File: src/rtl/cnt_pkg.sv
// cnt_pkg: shared types and defaults for the count frame buffer.
package cnt_pkg;

  typedef enum logic [1:0] {
    IDLE    = 2'd0,
    CAPTURE = 2'd1,
    DRAIN   = 2'd2
  } state_t;

  localparam int CNT_WIDTH = 8;
  localparam int CNT_DEPTH = 16;

  // Ceiling log2, usable in constant expressions (value >= 1).
  function automatic int clog2(input int value);
    int r;
    r = 0;
    for (int i = 0; i < 31; i++) begin
      if ((1 << i) < value) r = i + 1;
    end
    return r;
  endfunction

endpackage

File: src/rtl/sample_ram.sv
// sample_ram: DEPTH x WIDTH buffer, one write port, one registered read port.
// The array has no reset so it maps onto distributed RAM; only the read
// register is reset so the streamed data output starts at 0.
module sample_ram
  import cnt_pkg::*;
#(
  parameter int WIDTH  = CNT_WIDTH,
  parameter int DEPTH  = CNT_DEPTH,
  parameter int ADDR_W = clog2(CNT_DEPTH)
)(
  input  logic              CLK,
  input  logic              RST_N,
  input  logic              i_we,
  input  logic [ADDR_W-1:0] i_waddr,
  input  logic [WIDTH-1:0]  i_wdata,
  input  logic              i_re,
  input  logic [ADDR_W-1:0] i_raddr,
  output logic [WIDTH-1:0]  o_rdata
);

  logic [WIDTH-1:0] r_mem [DEPTH];
  logic [WIDTH-1:0] r_rdata;

  // Write port.
  always_ff @(posedge CLK) begin
    if (i_we) r_mem[i_waddr] <= i_wdata;
  end

  // Synchronous read; output holds when no read is issued.
  always_ff @(posedge CLK or negedge RST_N) begin
    if (!RST_N)    r_rdata <= '0;
    else if (i_re) r_rdata <= r_mem[i_raddr];
  end

  assign o_rdata = r_rdata;

endmodule

File: src/rtl/count_frame_buffer.sv
// count_frame_buffer: captures counter samples during a GATE window into a
// frame buffer, then streams the frame out over valid/ready with a last flag.
// Optional macro COUNT_SUM_EN adds a per-frame sample sum (SUM) and a
// threshold flag (STATE_BIT) latched when capture ends.
module count_frame_buffer
  import cnt_pkg::*;
#(
  parameter int WIDTH  = CNT_WIDTH,
  parameter int DEPTH  = CNT_DEPTH,
`ifdef COUNT_SUM_EN
  parameter int THRESH = 4,
`endif
  localparam int ADDR_W = clog2(DEPTH)
)(
  input  logic              CLK,
  input  logic              RST_N,
  input  logic              GATE,
  input  logic              INTR,
  input  logic [WIDTH-1:0]  COUNTER,
  output logic [WIDTH-1:0]  M_DATA,
  output logic              M_VALID,
  input  logic              M_READY,
  output logic              M_LAST,
  output logic [ADDR_W:0]   FRAME_LEN,
  output logic              OVERFLOW,
  output logic              BUSY
`ifdef COUNT_SUM_EN
  ,
  output logic [WIDTH+ADDR_W-1:0] SUM,
  output logic                    STATE_BIT
`endif
);

  localparam logic [ADDR_W:0] LEN_MAX = (ADDR_W+1)'(DEPTH);

  state_t            r_state, w_next;
  logic              r_gate_d;
  logic              r_gate_armed;
  logic [ADDR_W-1:0] r_wr_ptr;
  logic [ADDR_W:0]   r_len;
  logic              r_ovf;
  logic [ADDR_W:0]   r_rd_ptr;
  logic              r_valid;
  logic              r_last;
  logic [WIDTH-1:0]  w_rdata;

  logic w_rise, w_start, w_in_cap, w_in_drain, w_busy;
  logic w_cap_exit, w_strobe, w_full, w_we;
  logic w_xfer, w_last_xfer, w_load;

  // A rise only counts once the gate history holds a real sample; this keeps
  // a GATE already high when reset releases from opening a frame.
  assign w_rise      = GATE & ~r_gate_d & r_gate_armed;
  assign w_cap_exit  = w_in_cap & ~GATE;
  assign w_strobe    = w_in_cap & INTR & GATE;
  assign w_full      = (r_len == LEN_MAX);
  assign w_we        = w_strobe & ~w_full;
  assign w_xfer      = r_valid & M_READY;
  assign w_last_xfer = w_xfer & r_last;
  // Fetch the next sample on DRAIN entry and after every non-final beat.
  assign w_load      = w_in_drain & (~r_valid | (w_xfer & ~r_last));

  // State register.
  always_ff @(posedge CLK or negedge RST_N) begin
    if (!RST_N) r_state <= IDLE;
    else        r_state <= w_next;
  end

  // Next-state logic.
  always_comb begin
    w_next = r_state;
    case (r_state)
      IDLE:    if (w_rise) w_next = CAPTURE;
      CAPTURE: if (!GATE) w_next = (r_len != '0) ? DRAIN : IDLE;
      DRAIN:   if (w_last_xfer) w_next = IDLE;
      default: w_next = IDLE;
    endcase
  end

  // State decodes.
  always_comb begin
    w_in_cap   = (r_state == CAPTURE);
    w_in_drain = (r_state == DRAIN);
    w_busy     = (r_state != IDLE);
    w_start    = (r_state == IDLE) & w_rise;
  end

  // Gate history for edge detection.
  always_ff @(posedge CLK or negedge RST_N) begin
    if (!RST_N) begin
      r_gate_d     <= 1'b0;
      r_gate_armed <= 1'b0;
    end else begin
      r_gate_d     <= GATE;
      r_gate_armed <= 1'b1;
    end
  end

  // Capture bookkeeping: write pointer, saturating length, sticky overflow.
  always_ff @(posedge CLK or negedge RST_N) begin
    if (!RST_N) begin
      r_wr_ptr <= '0;
      r_len    <= '0;
      r_ovf    <= 1'b0;
    end else if (w_start) begin
      r_wr_ptr <= '0;
      r_len    <= '0;
      r_ovf    <= 1'b0;
    end else if (w_strobe) begin
      if (w_full) begin
        r_ovf <= 1'b1;
      end else begin
        r_wr_ptr <= r_wr_ptr + 1'b1;
        r_len    <= r_len + 1'b1;
      end
    end
  end

  // Drain side: read pointer, output valid and last flag.
  always_ff @(posedge CLK or negedge RST_N) begin
    if (!RST_N) begin
      r_rd_ptr <= '0;
      r_valid  <= 1'b0;
      r_last   <= 1'b0;
    end else if (w_cap_exit) begin
      r_rd_ptr <= '0;
      r_valid  <= 1'b0;
      r_last   <= 1'b0;
    end else if (w_load) begin
      r_rd_ptr <= r_rd_ptr + 1'b1;
      r_valid  <= 1'b1;
      r_last   <= (r_rd_ptr == (r_len - 1'b1));
    end else if (w_last_xfer) begin
      r_valid  <= 1'b0;
      r_last   <= 1'b0;
    end
  end

  sample_ram #(
    .WIDTH  (WIDTH),
    .DEPTH  (DEPTH),
    .ADDR_W (ADDR_W)
  ) u_ram (
    .CLK     (CLK),
    .RST_N   (RST_N),
    .i_we    (w_we),
    .i_waddr (r_wr_ptr),
    .i_wdata (COUNTER),
    .i_re    (w_load),
    .i_raddr (r_rd_ptr[ADDR_W-1:0]),
    .o_rdata (w_rdata)
  );

  assign M_DATA    = w_rdata;
  assign M_VALID   = r_valid;
  assign M_LAST    = r_last & r_valid;
  assign FRAME_LEN = r_len;
  assign OVERFLOW  = r_ovf;
  assign BUSY      = w_busy;

`ifdef COUNT_SUM_EN
  logic [WIDTH+ADDR_W-1:0] r_sum;
  logic                    r_state_bit;

  // Sum of stored samples; threshold flag latched as capture ends.
  always_ff @(posedge CLK or negedge RST_N) begin
    if (!RST_N) begin
      r_sum       <= '0;
      r_state_bit <= 1'b0;
    end else if (w_start) begin
      r_sum       <= '0;
      r_state_bit <= 1'b0;
    end else begin
      if (w_we)       r_sum       <= r_sum + (WIDTH+ADDR_W)'(COUNTER);
      if (w_cap_exit) r_state_bit <= (r_sum > (WIDTH+ADDR_W)'(THRESH));
    end
  end

  assign SUM       = r_sum;
  assign STATE_BIT = r_state_bit;
`endif

endmodule

File: config.mk
export PLATFORM = sky130hd
export DESIGN_NAME = count_frame_buffer
export DESIGN_NICKNAME = d
export VERILOG_FILES = /design/src/rtl/cnt_pkg.sv /design/src/rtl/sample_ram.sv /design/src/rtl/count_frame_buffer.sv
export SDC_FILE = /design/constraint.sdc
export NUM_CORES = 1
export LEC_CHECK = 0
export CAP_MARGIN = 20
export CELL_PAD_IN_SITES_DETAIL_PLACEMENT = 0
export CELL_PAD_IN_SITES_GLOBAL_PLACEMENT = 1
export CORE_ASPECT_RATIO = 1.4
export CORE_MARGIN = 8
export CORE_UTILIZATION = 55
export CTS_CLUSTER_DIAMETER = 150
export DETAILED_ROUTE_END_ITERATION = 7
export PLACE_DENSITY_LB_ADDON = 0.1
export SYNTH_ARGS = -nofsm -noshare
export SYNTH_HDL_FRONTEND = slang
export SYNTH_SLANG_ARGS = --single-unit
File: constraint.sdc
create_clock -name CLK -period 5.1 [get_ports CLK]
set_clock_uncertainty 0.2 [all_clocks]
set_input_delay 1.02 -clock CLK [delete_from_list [all_inputs] [get_ports CLK]]
set_output_delay 1.02 -clock CLK [all_outputs]
set_load 0.05 [all_outputs]
==> impl_metrics.csv <==
group,metric,value,unit
routing,drc,0,
worst_setup_path,start_kind,"input pin",
pwr,power.density,531,nW/um^2
floorplan,core_area,11800,um^2
yosys,synthArstFlopShare,0.185,
timing,period_share,0.661,
routing,routed_wl,13900,um
timing,tns,0,ns
grt,antenna_found_initial,0,
hold_path,hp-class,"reg2reg",
pwr,leakage,2.64,nW
pwr,internal_power,2.62,mW
pwr,p_seq_frac,0.414,
place,dp_hpwl,9460,um
worst_setup_path,crit_slowest_cell,"clkdlybuf4s50_1",
worst_setup_path,cp_max_fo,12,
grt,grt_max_degree,30,
clock_network,clockBufferDepth,2,
routing,ant_nets,0,
final_layout,multi_input_area,1790,um^2
worst_setup_path,worstPathRequired,4.99,ns
timing,rsz0062_at_grt,"no",
place,pre_cts_ws,1.29,ns
grt,gr-total-overflow,0,
final_layout,layout.nets,442,
yosys,yosysWarnings,0,
worst_setup_path,path_cells,"clkdlybuf4s50_1, and4b_1, and2_1, nor3b_2, and2_1",
worst_setup_path,critPathArrivalTime,3.26,ns
routing,drt_iter0_markers,209,
pwr,comb_power_share,0.263,
clock_network,hold_buffers,0,
yosys,synth_flop_cell,"edfxtp_1",
floorplan,io-pin-count,30,
yosys,yosys.area.top_type,"edfxtp_1",
timing,max_freq,297,MHz
timing,relSlewSlack,0.278,
run,max_cap_viol_count,0,
grt,grt_pass1_vias,3672,
timing,maxSlewViolCount,0,
pwr,vdd_drop_max,0.485,mV
clock_network,cts_buffers,17,
floorplan,fp.dieArea,15700,um^2
yosys,synth.area.top_cells,"edfxtp_1 59%, dfrtp_1 11%, mux4_1 4.4%, mux2i_1 4.3%, mux4_2 2.4%",
pwr,switching_share,0.341,
worst_setup_path,cp-end-kind,"register",
final_layout,register_area,4570,um^2
clock_network,htree_levels,4,
yosys,synth.yosys.seq_area_share,0.696,
routing,vias,3504,
clock_network,ctsResizeCount,0,
clock_network,post_cts_buffers,0,
clock_network,cts_tree,"done",
yosys,synthTopCellsByCount,"128 x edfxtp_1, 29 x dfrtp_1, 28 x mux2i_1",
clock_network,clkLatencyLatePin,0.43,ns
routing,dr.pass1.iters,4,
worst_setup_path,max_stage_delay,0.54,ns
yosys,synth_nets,413,
yosys,synth_area,6560,um^2
floorplan,die_x,108,um
yosys,ys_seq_elements,157,
routing,wl_per_cell,23.9,um
timing,period_minus_slack,3.37,ns
timing,worst_slack,1.73,ns
pwr,p_sw,1.36,mW
timing,worst_pin_slew,1.08,ns
timing,finalHoldViolCount,0,
final_layout,fin_util,0.636,
floorplan,fp-row-count,47,
grt,grt_use_total,0.190,
floorplan,start_util,0.558,
clock_network,clockRootBuffer,"clkbuf_16",
final_layout,drive_above_1_share,0.113,
pwr,clockPowerShare,0.324,
timing,finalSetupViolCount,0,
worst_setup_path,path_class,"in2reg",
yosys,syn_avg_cell_area,16.7,um^2
clock_network,path_clk_slew,0.07,ns
worst_setup_path,cpMostUsedCell,"and2_1",
place,gp_congestion,0.803,
yosys,synth.distinct_cells,49,
clock_network,cts.sinks,157,
yosys,synth-edff-count,128,
yosys,synthCells,393,
routing,via_per_inst,6.02,
run_status,status,"finished clean",
final_layout,antenna_cells,0,
place,port_buffers,29,
yosys,yosysTopAreaCellShare,0.586,
final_layout,syn_to_final_growth,14.1,%
final_layout,fill_cells,853,
yosys,synth_most_common_cell,"edfxtp_1",
floorplan,die_y,145,um
grt,grt_pass1_wl,21700,um
-- sequential cells by signal, summed over array words and instances, names as in the netlist --
signal / cells
r_gate_armed: 1
u_ram.r_mem: 128
FRAME_LEN: 5
r_rd_ptr: 5
r_gate_d: 1
r_wr_ptr: 4
r_last: 1
r_state: 2
u_ram.o_rdata: 8
OVERFLOW: 1
M_VALID: 1
-- final timing paths --
| path | from | endpoint | slack [ns] | cells past startpoint |
|---|---|---|---|---|
| max in group asynchronous | RST_N | r_rd_ptr[0] | 3.60 | 2 |
| min in group asynchronous | RST_N | FRAME_LEN[3] | 0.77 | 2 |
| hold / removal | u_ram.o_rdata[5] | u_ram.o_rdata[5] | 0.28 | 2 |
| hold reg to reg | u_ram.o_rdata[5] | u_ram.o_rdata[5] | 0.28 | 2 |
| setup / recovery | GATE | u_ram.r_mem[3][7] | 1.73 | 5 |
| setup reg to reg | FRAME_LEN[0] | u_ram.r_mem[3][7] | 2.27 | 6 |
-- logic make-up (layout without fill, tap and decap cells) --
group	Yosys count	in the layout	share of synthesized area
compound gates	45	45	0.0465
xor+xnor	15	15	0.0200
simple gates	95	95	0.0809
mux	46	46	0.111
buf+inv	27	69	0.0315
other cells	1	1	0.000572
fa+ha+maj	7	7	0.0133
flops	157	157	0.696
-- cell type report --
type / count / area share
sequential: 157 / 0.611
multi-input combinational: 209 / 0.239
clock buffer: 17 / 0.0568
timing repair buffer: 31 / 0.0408
clock inverter: 15 / 0.0249
tap: 147 / 0.0246
inverter: 6 / 0.00301
-- per-stage QoR --
| step | instance area, um^2 | std cells | hold slack, ns | power [mW] |
|---|---|---|---|---|
| after floorplan | 6560 | 393 | 0.321 | 2.46 |
| after global placement | 6870 | 550 | 0.275 | 2.71 |
| after detailed placement | 6870 | 550 | 0.279 | 2.72 |
| after CTS | 7480 | 582 | 0.295 | 4.00 |
| after global routing | 7480 | 582 | 0.326 | 4.14 |
| final | 7480 | 582 | 0.284 | 3.97 |
-- cells in the final DEF, fill, tap and decap left out, types with 11 or more instances in the layout --
cell and count:
mux4_1 11, edfxtp_1 128, o22ai_1 15, clkbuf_16 17
nor2_1 20, mux2i_1 28, clkdlybuf4s50_1 29, and2_1 14
nand2_1 12, dfrtp_1 28
-- worst max-delay path, delay by kind of cell --
family	cells	cell delay, ns
buf+inv	1	0.54
simple gates	4	1.69
-- routing by layer --
metal / GRT usage / vias up / share of wire
met2: 0.307 / 85 / 0.51
met1: 0.227 / 1792 / 0.41
met5: 0 / - / 0
met3: 0.0474 / 27 / 0.038
met4: 0.0983 / 0 / 0.042
li1: - / 1600 / -
-- power groups by stage --
stage	Sequential, mW	Combinational (mW)	Clock (mW)
floorplan	1.71	0.754	0
global placement	1.66	1.04	0
detailed placement	1.67	1.05	0
CTS	1.64	1.05	1.31
global route	1.66	1.12	1.36
finish	1.64	1.04	1.29
Power figures use the tool's default switching activity.
